===== config.mk =====
export PLATFORM = sky130hd
export DESIGN_NAME = shared_capture_arbiter
export DESIGN_NICKNAME = d
export VERILOG_FILES = /design/src/rtl/arb_pkg.sv /design/src/rtl/rr_pick.sv /design/src/rtl/shared_capture_arbiter.sv
export SDC_FILE = /design/constraint.sdc
export NUM_CORES = 1
export LEC_CHECK = 0
export ABC_AREA = 1
export CORE_ASPECT_RATIO = 1.25
export CORE_UTILIZATION = 35
export DETAILED_ROUTE_END_ITERATION = 8
export HOLD_SLACK_MARGIN = 0.15
export PLACE_DENSITY = 0.76
export SLEW_MARGIN = 40
export SYNTH_ARGS = -nofsm -noshare
export SYNTH_HDL_FRONTEND = slang
export SYNTH_HIERARCHICAL = 1
export SYNTH_SLANG_ARGS = --single-unit

===== constraint.sdc =====
create_clock -name clk -period 1.4 [get_ports clk]
set_input_delay 0.28 -clock clk [delete_from_list [all_inputs] [get_ports clk]]
set_output_delay 0.28 -clock clk [all_outputs]
set_load 0.05 [all_outputs]

===== src/rtl/arb_pkg.sv =====
// Shared types and helpers for the round-robin capture arbiter.
package arb_pkg;

  typedef enum logic {
    IDLE = 1'b0,
    HOLD = 1'b1
  } arb_state_e;

  // Index width that stays at least one bit wide for degenerate counts.
  function automatic int idx_w(input int n);
    return (n > 1) ? $clog2(n) : 1;
  endfunction

endpackage


===== src/rtl/rr_pick.sv =====
// Combinational round-robin picker: first set request at or after ptr, scanning circularly.
module rr_pick
  import arb_pkg::*;
#(
  parameter int N  = 4,
  parameter int IW = idx_w(N)
) (
  input  logic [N-1:0]  req,
  input  logic [IW-1:0] ptr,
  output logic [N-1:0]  onehot,
  output logic [IW-1:0] idx,
  output logic          any
);

  logic [N-1:0]   mask;
  logic [2*N-1:0] dbl;
  int             sel;
  int             sel_mod;

  // Lower half holds only requests at or above ptr; upper half holds all of them,
  // so the lowest set bit of the doubled vector is the circular winner.
  // NOTE: every variable driven here gets a default first so no latch is inferred.
  always_comb begin
    mask = '0;
    for (int i = 0; i < N; i++) begin
      mask[i] = (i >= int'(ptr));
    end
    dbl = {req, req & mask};

    sel = 0;
    for (int i = 2 * N - 1; i >= 0; i--) begin
      if (dbl[i]) sel = i;
    end
    sel_mod = (sel >= N) ? sel - N : sel;

    any    = |req;
    idx    = IW'(sel_mod);
    onehot = any ? (N'(1) << sel_mod) : '0;
  end

endmodule


===== src/rtl/shared_capture_arbiter.sv =====
// Round-robin arbiter that funnels NUM_REQ requesters into one capture register with valid/ready.
module shared_capture_arbiter
  import arb_pkg::*;
#(
  parameter int NUM_REQ = 4,
  parameter int DATA_W  = 8
) (
  input  logic                        clk,
  input  logic                        rstn,
  input  logic [NUM_REQ-1:0]          req,
  input  logic [NUM_REQ*DATA_W-1:0]   req_data,
  output logic [NUM_REQ-1:0]          gnt,
  output logic [DATA_W-1:0]           q,
  output logic [idx_w(NUM_REQ)-1:0]   q_src,
  output logic                        q_valid,
  input  logic                        q_ready,
  output logic                        busy
);

  localparam int             IW   = idx_w(NUM_REQ);
  localparam logic [IW-1:0]  LAST = IW'(NUM_REQ - 1);

  arb_state_e           state, next_state;
  logic [IW-1:0]        ptr;
  logic [NUM_REQ-1:0]   pick_onehot;
  logic [IW-1:0]        pick_idx;
  logic                 pick_any;
  logic                 capture;
  logic                 release_q;

  rr_pick #(
    .N  (NUM_REQ),
    .IW (IW)
  ) u_pick (
    .req    (req),
    .ptr    (ptr),
    .onehot (pick_onehot),
    .idx    (pick_idx),
    .any    (pick_any)
  );

  // NOTE: sequential state uses non-blocking assignments so every flop samples pre-edge values.
  always_ff @(posedge clk or negedge rstn) begin
    if (!rstn) state <= IDLE;
    else       state <= next_state;
  end

  always_comb begin
    next_state = state;
    capture    = 1'b0;
    release_q  = 1'b0;
    gnt        = '0;
    case (state)
      IDLE: begin
        // Grant is masked during reset so nothing looks granted while rstn is low.
        if (rstn) gnt = pick_onehot;
        if (pick_any) begin
          capture    = 1'b1;
          next_state = HOLD;
        end
      end
      HOLD: begin
        if (q_ready) begin
          release_q  = 1'b1;
          next_state = IDLE;
        end
      end
      default: next_state = IDLE;
    endcase
  end

  always_ff @(posedge clk or negedge rstn) begin
    if (!rstn) begin
      q       <= '0;
      q_src   <= '0;
      q_valid <= 1'b0;
      ptr     <= '0;
    end else begin
      if (capture) begin
        q       <= req_data[int'(pick_idx) * DATA_W +: DATA_W];
        q_src   <= pick_idx;
        q_valid <= 1'b1;
      end
      if (release_q) begin
        q_valid <= 1'b0;
        // Explicit wrap: NUM_REQ need not be a power of two.
        ptr     <= (q_src == LAST) ? '0 : q_src + 1'b1;
      end
    end
  end

  assign busy = (state == HOLD);

endmodule


======== Word level (Yosys, flattened, before mapping) ========
Cells that the tools add are included.
storage, ports and cells
  flip-flop bits (word level) ............. 14
  input port bits ......................... 39
  output and inout port bits .............. 16
cells by class
  add/subtract/negate cells ............... 2
  $lt $le $gt $ge ......................... 4
  eq/ne operators ......................... 1
  shifts and indexed selects .............. 2
  muxes and demuxes ....................... 21
  bitwise operators ....................... 2
  reduce and logical (&&, ||, !) cells .... 2
operators with widths
  kind                                                                  number
  32-bit 2-to-1 mux                                                     1
  32-bit by 6-bit variable part select with 8-bit output                1
  1-bit by 32-bit left shift with 4-bit output, first input constant    1
  3-bit 2-to-1 mux                                                      8
  4-bit 2-to-1 mux                                                      3
  1-bit 2-to-1 mux                                                      7
  4-bit bitwise AND                                                     1
  1-bit by 2-bit >= comparator with 1-bit output, first input constant  2
  4-bit OR reduction                                                    1
  3-bit by 3-bit subtractor with 4-bit output, second input constant    1
  3-bit >= comparator, second input constant                            1
  2-bit by 1-bit adder with 2-bit output, second input constant         1
  2-bit equality test, second input constant                            1
  2-bit >= comparator, first input constant                             1
  2-bit 2-to-1 mux                                                      1
  1-bit one-hot mux with 2 select lines                                 1
  2-bit nonzero test                                                    1
  1-bit NOT                                                             1

======== Logic depth before layout (Yosys ltp) ========
  depth after elaboration ................. 14
  depth in mapped cells ................... 14

======== Modules after synthesis ========
The synthesis kept the hierarchy.
by module, submodules not included
  module                  instances  cells an instance  area an instance (um^2)  sequential area each (um^2)
  shared_capture_arbiter  1          133                888.4                    350.3
  rr_pick                 1          27                 121.4                    0.0

======== Worst setup path before layout ========
OpenSTA, ideal clock, no wires.
  kind .................................... register -> output
  start ................................... register ptr[1]
  end ..................................... output gnt[0]
  arrival ................................. 1.548 ns
  path slack .............................. -0.428 ns
  stages on the path, launching flop included .. 7
  path buffers ............................ 0
  path through ............................ dfrtp_1 > or2_1 > nand2_1 > nor2_2 > nor2_1 > nand2_1 > nor2_1
between the ends
  cells in the longest elaborated chain, start to end .. 11
  elaborated cells on any way between the ends .. 14
  classes of those cells .................. add/sub (1); order compare (4); shift (1); mux (7); bitwise (1)
RTL lines
  item                                                                                line                          source
  from (decl)                                                                         shared_capture_arbiter.sv:24  logic [IW-1:0] ptr;
  from (signal assigned)                                                              shared_capture_arbiter.sv:87  ptr <= (q_src == LAST) ? '0 : q_src + 1'b1;
  2-bit >= comparator                                                                 rr_pick.sv:26                 mask[i] = (i >= int'(ptr));
  4-bit bitwise AND (*)                                                               rr_pick.sv:28                 dbl = {req, req & mask};
  3-bit 2-to-1 mux (2 in a row)                                                       rr_pick.sv:32                 if (dbl[i]) sel = i;
  3-bit 2-to-1 mux (*)                                                                rr_pick.sv:32
  3-bit by 3-bit subtractor with 4-bit output or 3-bit >= comparator (tied branches)  rr_pick.sv:34                 sel_mod = (sel >= N) ? sel - N : sel;
  32-bit 2-to-1 mux (*)                                                               rr_pick.sv:34
  via pick_idx[1]                                                                     shared_capture_arbiter.sv:26  logic [IW-1:0] pick_idx;
  1-bit by 32-bit left shift with 4-bit output (*)                                    rr_pick.sv:38                 onehot = any ? (N'(1) << sel_mod) : '0;
  4-bit 2-to-1 mux (*)                                                                rr_pick.sv:38
  via pick_onehot[0]                                                                  shared_capture_arbiter.sv:25  logic [NUM_REQ-1:0] pick_onehot;
  4-bit 2-to-1 mux (*)                                                                shared_capture_arbiter.sv:56  if (rstn) gnt = pick_onehot;
  4-bit 2-to-1 mux (*)                                                                shared_capture_arbiter.sv:53  case (state)
  to (decl)                                                                           shared_capture_arbiter.sv:12  output logic [NUM_REQ-1:0] gnt,
The timed path passes the listed nets; every way through them passes the cells marked *.

======== Worst setup path after layout ========
  start ................................... register ptr[1]
  end ..................................... output gnt[1]
between the ends
  cells in the longest elaborated chain, start to end .. 11
  elaborated cells on any way between the ends .. 14
  classes of those cells .................. add/sub (1); order compare (4); shift (1); mux (7); bitwise (1)
RTL lines
  item                                                                                line
  2-bit >= comparator                                                                 rr_pick.sv:26
  4-bit bitwise AND (*)                                                               rr_pick.sv:28
  3-bit 2-to-1 mux (2 in a row)                                                       rr_pick.sv:32
  3-bit 2-to-1 mux (*)                                                                rr_pick.sv:32
  3-bit by 3-bit subtractor with 4-bit output or 3-bit >= comparator (tied branches)  rr_pick.sv:34
  32-bit 2-to-1 mux (*)                                                               rr_pick.sv:34
  1-bit by 32-bit left shift with 4-bit output (*)                                    rr_pick.sv:38
  4-bit 2-to-1 mux (*)                                                                rr_pick.sv:38
  via pick_onehot[1]                                                                  shared_capture_arbiter.sv:25
  4-bit 2-to-1 mux (*)                                                                shared_capture_arbiter.sv:56
  4-bit 2-to-1 mux (*)                                                                shared_capture_arbiter.sv:53
Marks and branches as above.

==> impl_metrics.toml <==
[status]
status = "finished, violations left"
violations = "setup timing"

[critical_path]
worst-path-stages = 7
endpoint = "gnt[1]"
path_cells = "or2_1, nand2_1, nand2_2, nor2_1, nand2_1, nor2_4, buf_12"
path_max_fanout = 4
endpoint_kind = "output pin"
reg2reg_from = "ptr[1]"
worstPathArrival_ns = 1.59
crit_type = "register to output pin"
ff2ff_path_depth = 10
critical-path-max-stage-delay_ns = 0.42
crit_family = "simple AND/OR/NAND/NOR gates"
critPathSlowestCell = "dfrtp_1"
critPathLaunchType = "register"
worstPathRequired_ns = 1.12
path_buf_inv = 1
crit_path_start = "ptr[1]"
r2r-end = "q[1]"
rrSetupSlack_ns = -0.16
cpMostUsedCell = "nand2_1"

[sta]
timing.slew.headroom_pct = 80.40
max_slew.worst_pin.slew_ns = 0.2940
worst_slack_ns = -0.4676
drv_slew = 0
finalHoldViolations = 0
whs_ns = 0.4554
fin_crit_ns = 1.868
setup_tns_ns = -2.767
clock_skew_ns = 0.003370
fin_crit_sh_pct = 133.4
setup_viol = 12
rsz0062_at_grt = "true"
fmax_ghz = 0.5355

[drt]
wl_met3_um = 149
drc = 0
met2_length_mm = 1.751
viasPerCell = 4.668
firstDrtPassIters = 4
antenna_left = 0
wl_per_cell_um = 11.71
vias = 1223
wl_mm = 3.067
drtIter0Drc = 23
met1_length_mm = 1.121
top_layer = "met4"

[power]
power_density_mw_per_mm2 = 2136
irDropWorstVdd_mv = 1.322
p_leak_nw = 0.9856

[clocking]
clock_path_buffers = 2
cts_tree = "yes"
cts.htree.levels = 1
clk_latency_ns = 0.27
cts_setup_buffers = 0
cts_root_buf = "clkbuf_4"
cts.sinks = 14
holdBufCountCts = 0
clk_pin_slew_worst_paths_ns = 0.09
cts_inserted_buffers = 3

[layout]
nets = 269
drive_gt1_share_pct = 25.88
syn2layout_area_growth_pct = 92.94
antenna_cells = 0
fillers = 215

[die]
io_pins = 55
die_w_um = 50.04
num_rows = 21
die_h_um = 62.05
die-area_mm2 = 0.003105
initial_core_util_pct = 37.31
core-area_mm2 = 0.002706

[global_route]
grt_usage_pct = 20.45
grt_pass1_vias = 1195
antenna_found_initial = 0
grt_pass1_wl_mm = 4.802
grt_max_degree = 16
overflow = 0

[synthesis]
ys_seq_area_share_pct = 34.70
ys_ff_latch = 14
synthesis.nets = 200
yosys_warnings = 6
syn_area_mm2 = 0.001010
netlist_instances = 160
yosysUniqueCellTypes = 18
syn_avg_cell_area_um2 = 6.311

[placement]
io_buffers = 54
hpwlAfterDp_mm = 2.484
place_congestion = 0.8040

[run]
drv_cap = 0

[hold_path]
hp-class = "input pin to asynchronous set/reset pin"
-- area by class of cell --
type	count	area [µm²]	area share [%]
timing repair buffer	67	820.8	42.13
multi-input combinational	126	623.1	31.98
sequential	14	351.6	18.05
inverter	16	67.56	3.468
tap	34	42.54	2.184
clock buffer	4	36.28	1.863
timing repair inverter	1	6.256	0.3211
-- worst min path at each step --
stage	startpoint	to
global route	rstn	q[3]
global placement	ptr[0]	ptr[0]
finish	rstn	q[1]
detailed placement	ptr[0]	ptr[0]
CTS	rstn	q[1]
floorplan	rstn	busy
-- synth_stat cells, drive strengths merged --
cell type / instances / area [µm²]
mux2: 1 / 15.01
or2: 1 / 6.260
ha: 1 / 12.51
nand2: 91 / 354.1
nor2: 16 / 81.33
inv: 16 / 60.05
o21bai: 1 / 11.26
o21ai: 2 / 10.01
o31ai: 1 / 7.510
buf: 4 / 41.29
dfrtp: 14 / 350.3
nand3: 12 / 60.06
-- logic make-up (layout without fill, tap and decap cells) --
logic type,count (synthesis),after routing,share of synthesized area [%]
buf+inv,20,88,10.04
compound gates,4,4,2.850
fa+ha+maj,1,1,1.239
simple gates,120,120,49.69
flops,14,14,34.70
mux,1,1,1.487
-- metrics by stage --
stage | cell area, µm² | total power [mW] | setup slack (ns) | util (%) | cells
global route | 1948 | 4.408 | -0.5779 | 71.98 | 262
floorplan | 1044 | 2.414 | -0.07315 | - | 160
finish | 1948 | 4.161 | -0.4676 | 71.98 | 262
CTS | 1904 | 4.088 | -0.4436 | 70.37 | 262
global placement | 1856 | 3.652 | -0.5308 | 68.56 | 257
detailed placement | 1856 | 3.737 | -0.5941 | 68.56 | 257
-- metal layers --
metal,vias up,global-route usage (%)
met1,562,18.77
met4,0,6.939
met3,6,3.650
met2,39,44.38
li1,616,-
met5,-,0
-- state kept, by name, indices dropped and copies added (netlist names) --
| name | count |
|---|---|
| q | 8 |
| q_src | 2 |
| q_valid | 1 |
| busy | 1 |
| ptr | 2 |
-- layout by cell type (no fill, tap or decap), types with 4 or more instances in the layout --
cell / instances
nor2_4: 6
clkdlybuf4s50_1: 34
buf_4: 9
inv_1: 11
buf_12: 17
inv_2: 4
nand3_1: 12
dlygate4sd2_1: 4
nor2_1: 7
nand2_1: 83
nand2_2: 7
dfrtp_1: 13
-- timing repair --
action | in CTS | in global routing
pin swaps | 5 | 7
gates cloned | 1 | 0
setup endpoints to repair | 14 | 14
gates resized for setup | 9 | 12
-- report_power, final --
group / leakage (nW) / switching, mW / total (mW) / internal (mW)
sequential: 0.168 / 0.280 / 0.885 / 0.605
combinational: 0.797 / 1.60 / 2.99 / 1.39
clock: 0.0210 / 0.129 / 0.287 / 0.158
(Power assumes the default switching activity.)
==> RTL edit 1, RTL diff (config.mk and constraints unchanged) <==
Make the reset (`rstn`) synchronous in 2 clocked blocks.
--- a/src/rtl/shared_capture_arbiter.sv
+++ b/src/rtl/shared_capture_arbiter.sv
@@ -41,5 +41,5 @@
 
   // NOTE: sequential state uses non-blocking assignments so every flop samples pre-edge values.
-  always_ff @(posedge clk or negedge rstn) begin
+  always_ff @(posedge clk) begin
     if (!rstn) state <= IDLE;
     else       state <= next_state;
@@ -70,5 +70,5 @@
   end
 
-  always_ff @(posedge clk or negedge rstn) begin
+  always_ff @(posedge clk) begin
     if (!rstn) begin
       q       <= '0;
Check against the original RTL: differs if rstn is asserted again (counterexample within 4 cycles, from zero or initial values and one cycle with rstn low); with rstn held inactive, the same outputs for 10 cycles.
==> RTL edit 1 against the original RTL <==
- via count rose by 4.7%
- wire length rose by 1.7%
- die area rose by 1.4%
- the flow still finishes with violations (negative setup slack)
- synthesized area rose by 1.5%
- sequential cell count did not move
- global-route usage fell by 0.84 points
- design area rose by 3.1%
- worst setup slack improved by 0.026 ns
- largest cell class unchanged
- critical endpoint is now gnt[0]
Power is not compared: it rests on default switching activity, and its combinational part moved more than twofold at a synthesized area within 25%.
==> RTL edit 1: results (changes against the original RTL) <==
run_status:
  status: "complete, but fails checks"
  violations: "negative setup slack"
sta:
  worst_pin_slew_ns: 0.365  # +0.0712 ns
  slew_viol_final: 0  # unchanged
  setup_tns_ns: -2.44  # +0.331 ns
  skew_ns: 0.00133  # -0.00204 ns
  worst_slack_ns: -0.441  # +0.0262 ns
  setup_viol: 12  # unchanged
synthesis:
  synthArstFlopShare_pct: 0  # -100 points
  synth.yosys.seq_area_share_pct: 27.4  # -7.3 points
  yosys-top-cells-area: "dfxtp_1 (27%), nand2_1 (23%), nor2_1 (7.7%)"
  synth_nets: 209  # +4.5%
  synthFlopType: "dfxtp_1"
  synthTopCellsByCount: "nand2_1 (63), nor2_1 (21), dfxtp_1 (14)"
  yosys_warnings: 6  # unchanged
  syn_avg_cell_area_sq_um: 6.06  # -3.9%
  post_synth_num_cell_types: 21  # +3
critical_path:
  max_stage_delay_ns: 0.37  # -0.05 ns
  critical-path-top-delay-family: "simple AND/OR/NAND/NOR gates"
  worstReg2RegStart: "ptr[1]"
  cpMaxStageDelayCell: "dfxtp_4"
  worstPathMaxFanout: 3  # -1
  crit_arrival_ns: 1.56  # -0.03 ns
  setup.worst_path.start: "ptr[0]"
layout:
  layout.nets: 275  # +2.2%
  drive_above_1_share_pct: 34.3  # +8.5 points
  top_regs: "q x8, ptr x2, q_src x2"
global_routing:
  grt_start_max_net_pins: 18  # +2
  grt_use_met3_pct: 3.89  # +0.24 points
  grt_use_total_pct: 19.6  # -0.84 points
  antenna_found_initial: 0  # unchanged
  grt_pass1_wl_um: 4720  # -1.7%
  met1_usage_pct: 21.0  # +2.2 points
  grt_pass1_vias: 1132  # -5.3%
  grt_util_met2_pct: 35.2  # -9.2 points
worst_hold_path:
  hold_class: "register to register"
  hold_start: "q_valid"
detailed_routing:
  drt_iter0_drc: 14  # -39%
  ant_nets: 0  # unchanged
  via_per_inst: 4.80  # +2.8%
  firstDrtPassIters: 4  # unchanged
  routed_wirelength_um: 3120  # +1.7%
  vias: 1281  # +4.7%
clock_network:
  cts_buffers: 3  # unchanged
  clk_pin_slew_ns: 0.08
  clk_latency_ns: 0.27  # about the same
  clock_path_buffers: 2  # unchanged
place:
  pre_cts_slack_ns: -0.517  # +0.0774 ns
  hpwl_um: 2180  # -12%
  portBuffers: 54  # unchanged
  gp_congestion: 0.776  # -3.5%
  place_inst: 261  # +1.6%
power:
  peakVddDrop_mv: 0.486
  p_leak_nw: 0.922
RTL edit 1: cell families (layout without fill, tap and decap cells):
kind of cell | Yosys count | after routing | synth area share [%]
AOI/OAI and AO/OA | 20 | 20 | 10.1
DFF | 14 | 14 | 27.4
adders and majority gates | 1 | 1 | 1.22
and+or+nand+nor | 111 | 111 | 49.6
buffers and inverters | 23 | 87 | 11.7
RTL edit 1: layout make-up:
class	count	area (sq um)
clock buffers	3	22.5
fillers	203	723
inverters	17	68.8
multi-input cells	132	758
flip-flops and latches	14	289
well taps	34	42.5
repair buffers	67	828
RTL edit 1: metal layers:
metal  vias to the layer above  part of all wire [%]
met3                        10                   3.8
met2                        42                    55
met1                       572                    39
met5                         -                     0
li1                        657                     -
met4                         0                   3.0
RTL edit 1: path summary, 6_finish.rpt:
path / to / slack [ns] / depth (start not counted)
max: gnt[0] / -0.44 / 9
min: q_valid / 0.52 / 2
max reg2reg: q[6] / -0.16 / 10
min reg2reg: q_valid / 0.52 / 2
RTL edit 1: stage by stage:
step	hold WS, ns	area, sq um
2_1_floorplan	0.418	1060
3_3_place_gp	0.475	1810
3_5_place_dp	0.492	1810
4_1_cts	0.518	1910
5_1_grt	0.557	2010
6_report	0.521	2010
RTL edit 1: worst register-to-register path, cell delays in order, from the launching register on:
cell,delay (ns)
dfxtp_4,0.41
nand2_4,0.09
nand2_4,0.08
nand2_4,0.06
a21oi_2,0.19
buf_6,0.16
bufbuf_16,0.26
nand2_1,0.06
nand4_2,0.09
nand2_2,0.05
nor2_2,0.07
RTL edit 1: power by group:
| part | total, mW | switching [mW] | internal, mW |
|---|---|---|---|
| registers | 0.502 | 0.0607 | 0.441 |
| clock network | 0.224 | 0.125 | 0.0995 |
| logic | 0.881 | 0.443 | 0.438 |
| total | 1.61 | 0.629 | 0.978 |
RTL edit 1: repair_timing:
item,CTS,global route
cloned,1,0
gates resized for setup,17,30
setup buffers,4,0
pin swaps,7,13
setup endpoints to repair,14,13
==> RTL edit 2, RTL diff (same settings) <==
Made on the original files. The parameter `DATA_W` goes from 8 to 6.
--- a/src/rtl/shared_capture_arbiter.sv
+++ b/src/rtl/shared_capture_arbiter.sv
@@ -4,5 +4,5 @@
 #(
   parameter int NUM_REQ = 4,
-  parameter int DATA_W  = 8
+  parameter int DATA_W  = 6
 ) (
   input  logic                        clk,
Interface: changed (resized q and req_data); port bits go from 55 to 45. The function was not compared with the original's and may differ.
==> RTL edit 2 against the original RTL <==
- the flow still finishes with violations (negative setup slack)
- clock skew shrank 0.0021 ns
- total power decreased by 7.2%
- synthesized area decreased by 15%
- wire length grew 0.49%
- fmax is 2.7% lower
- design area is 9.2% lower
- sequential cell count down 2
- worst setup slack worse by 0.052 ns
- critical path depth up 3
==> RTL edit 2: results (changes against the original RTL) <==
global_routing:
  grt_pass1_wl_um: 5070  # +5.6%
  grt_pass1_vias: 1193  # -0.17%
  grt_start_max_net_pins: 13  # -3
die:
  num_rows: 19  # -9.5%
layout:
  inv_count: 21  # +4
  clkCellAreaFrac_pct: 2.05  # +0.19 points
  top_regs: "q x6, ptr x2, q_src x2"
  final-nonclk-buf-share_pct: 41.5  # -0.66 points
  fillers: 162  # -25%
  multiInputCombCellCount: 106  # -16%
  drive_above_1_share_pct: 32.5  # +6.6 points
  seq_area_share_pct: 17.1  # -0.92 points
sta:
  worst_pin_slew_ns: 0.315  # +0.0209 ns
  setup_tns_ns: -3.54  # -0.773 ns
  whs_ns: 0.491  # +0.0353 ns
  worst_slack_ns: -0.519  # -0.0516 ns
  setup_viol: 11  # -1
  skew_ns: 0.00126  # -0.00211 ns
synthesis:
  synth.yosys.seq_area_share_pct: 34.8  # +0.14 points
  post_synth_num_cell_types: 16  # -2
  synthTopCellsByCount: "nand2_1 (68), inv_1 (16), nor2_1 (15)"
critical_path:
  r2r_end: "q[4]"
  rrSetupSlack_ns: -0.33  # -0.17 ns
run_status:
  status: "complete, but fails checks"
  violations: "negative setup slack"
place:
  gp_congestion: 0.755  # -6.0%
  pre_cts_slack_ns: -0.607  # -0.0126 ns
  placed_cell_area_sq_mm: 0.00159  # -14%
  portBuffers: 44  # -19%
power:
  peakVddDrop_mv: 1.45  # +9.5%
  p_leak_nw: 0.901  # -8.6%
detailed_routing:
  drt_iter0_drc: 19  # -17%
  route.met2.wl_um: 1870  # +6.5%
  wire_per_inst_um: 13.2  # +13%
-- RTL edit 2: cells by family after synthesis --
group / Yosys count / share of synthesized area [%]
and+or+nand+nor: 100 / 46.9
buffers and inverters: 23 / 11.8
muxes: 1 / 1.74
adders and majority gates: 1 / 1.45
AOI/OAI and AO/OA: 4 / 3.34
DFF: 12 / 34.8
-- RTL edit 2: repair_timing --
item                                    4_1_cts  5_1_grt
endpoints found under the setup margin       13       12
pin swaps                                    14        9
cloned                                        2        0
setup buffers                                 3        1
resized for setup                            18       11
-- RTL edit 2: metal layers --
layer,vias to the layer above,GRT usage [%]
met4,0,7.98
met5,-,0
li1,543,-
met1,506,26.0
met3,8,4.43
met2,36,52.0
-- RTL edit 2: power by group --
group / internal, mW / total [mW] / switching [mW]
Combinational: 1.34 / 2.78 / 1.44
Clock: 0.158 / 0.285 / 0.127
Sequential: 0.523 / 0.798 / 0.274
Total: 2.02 / 3.86 / 1.84
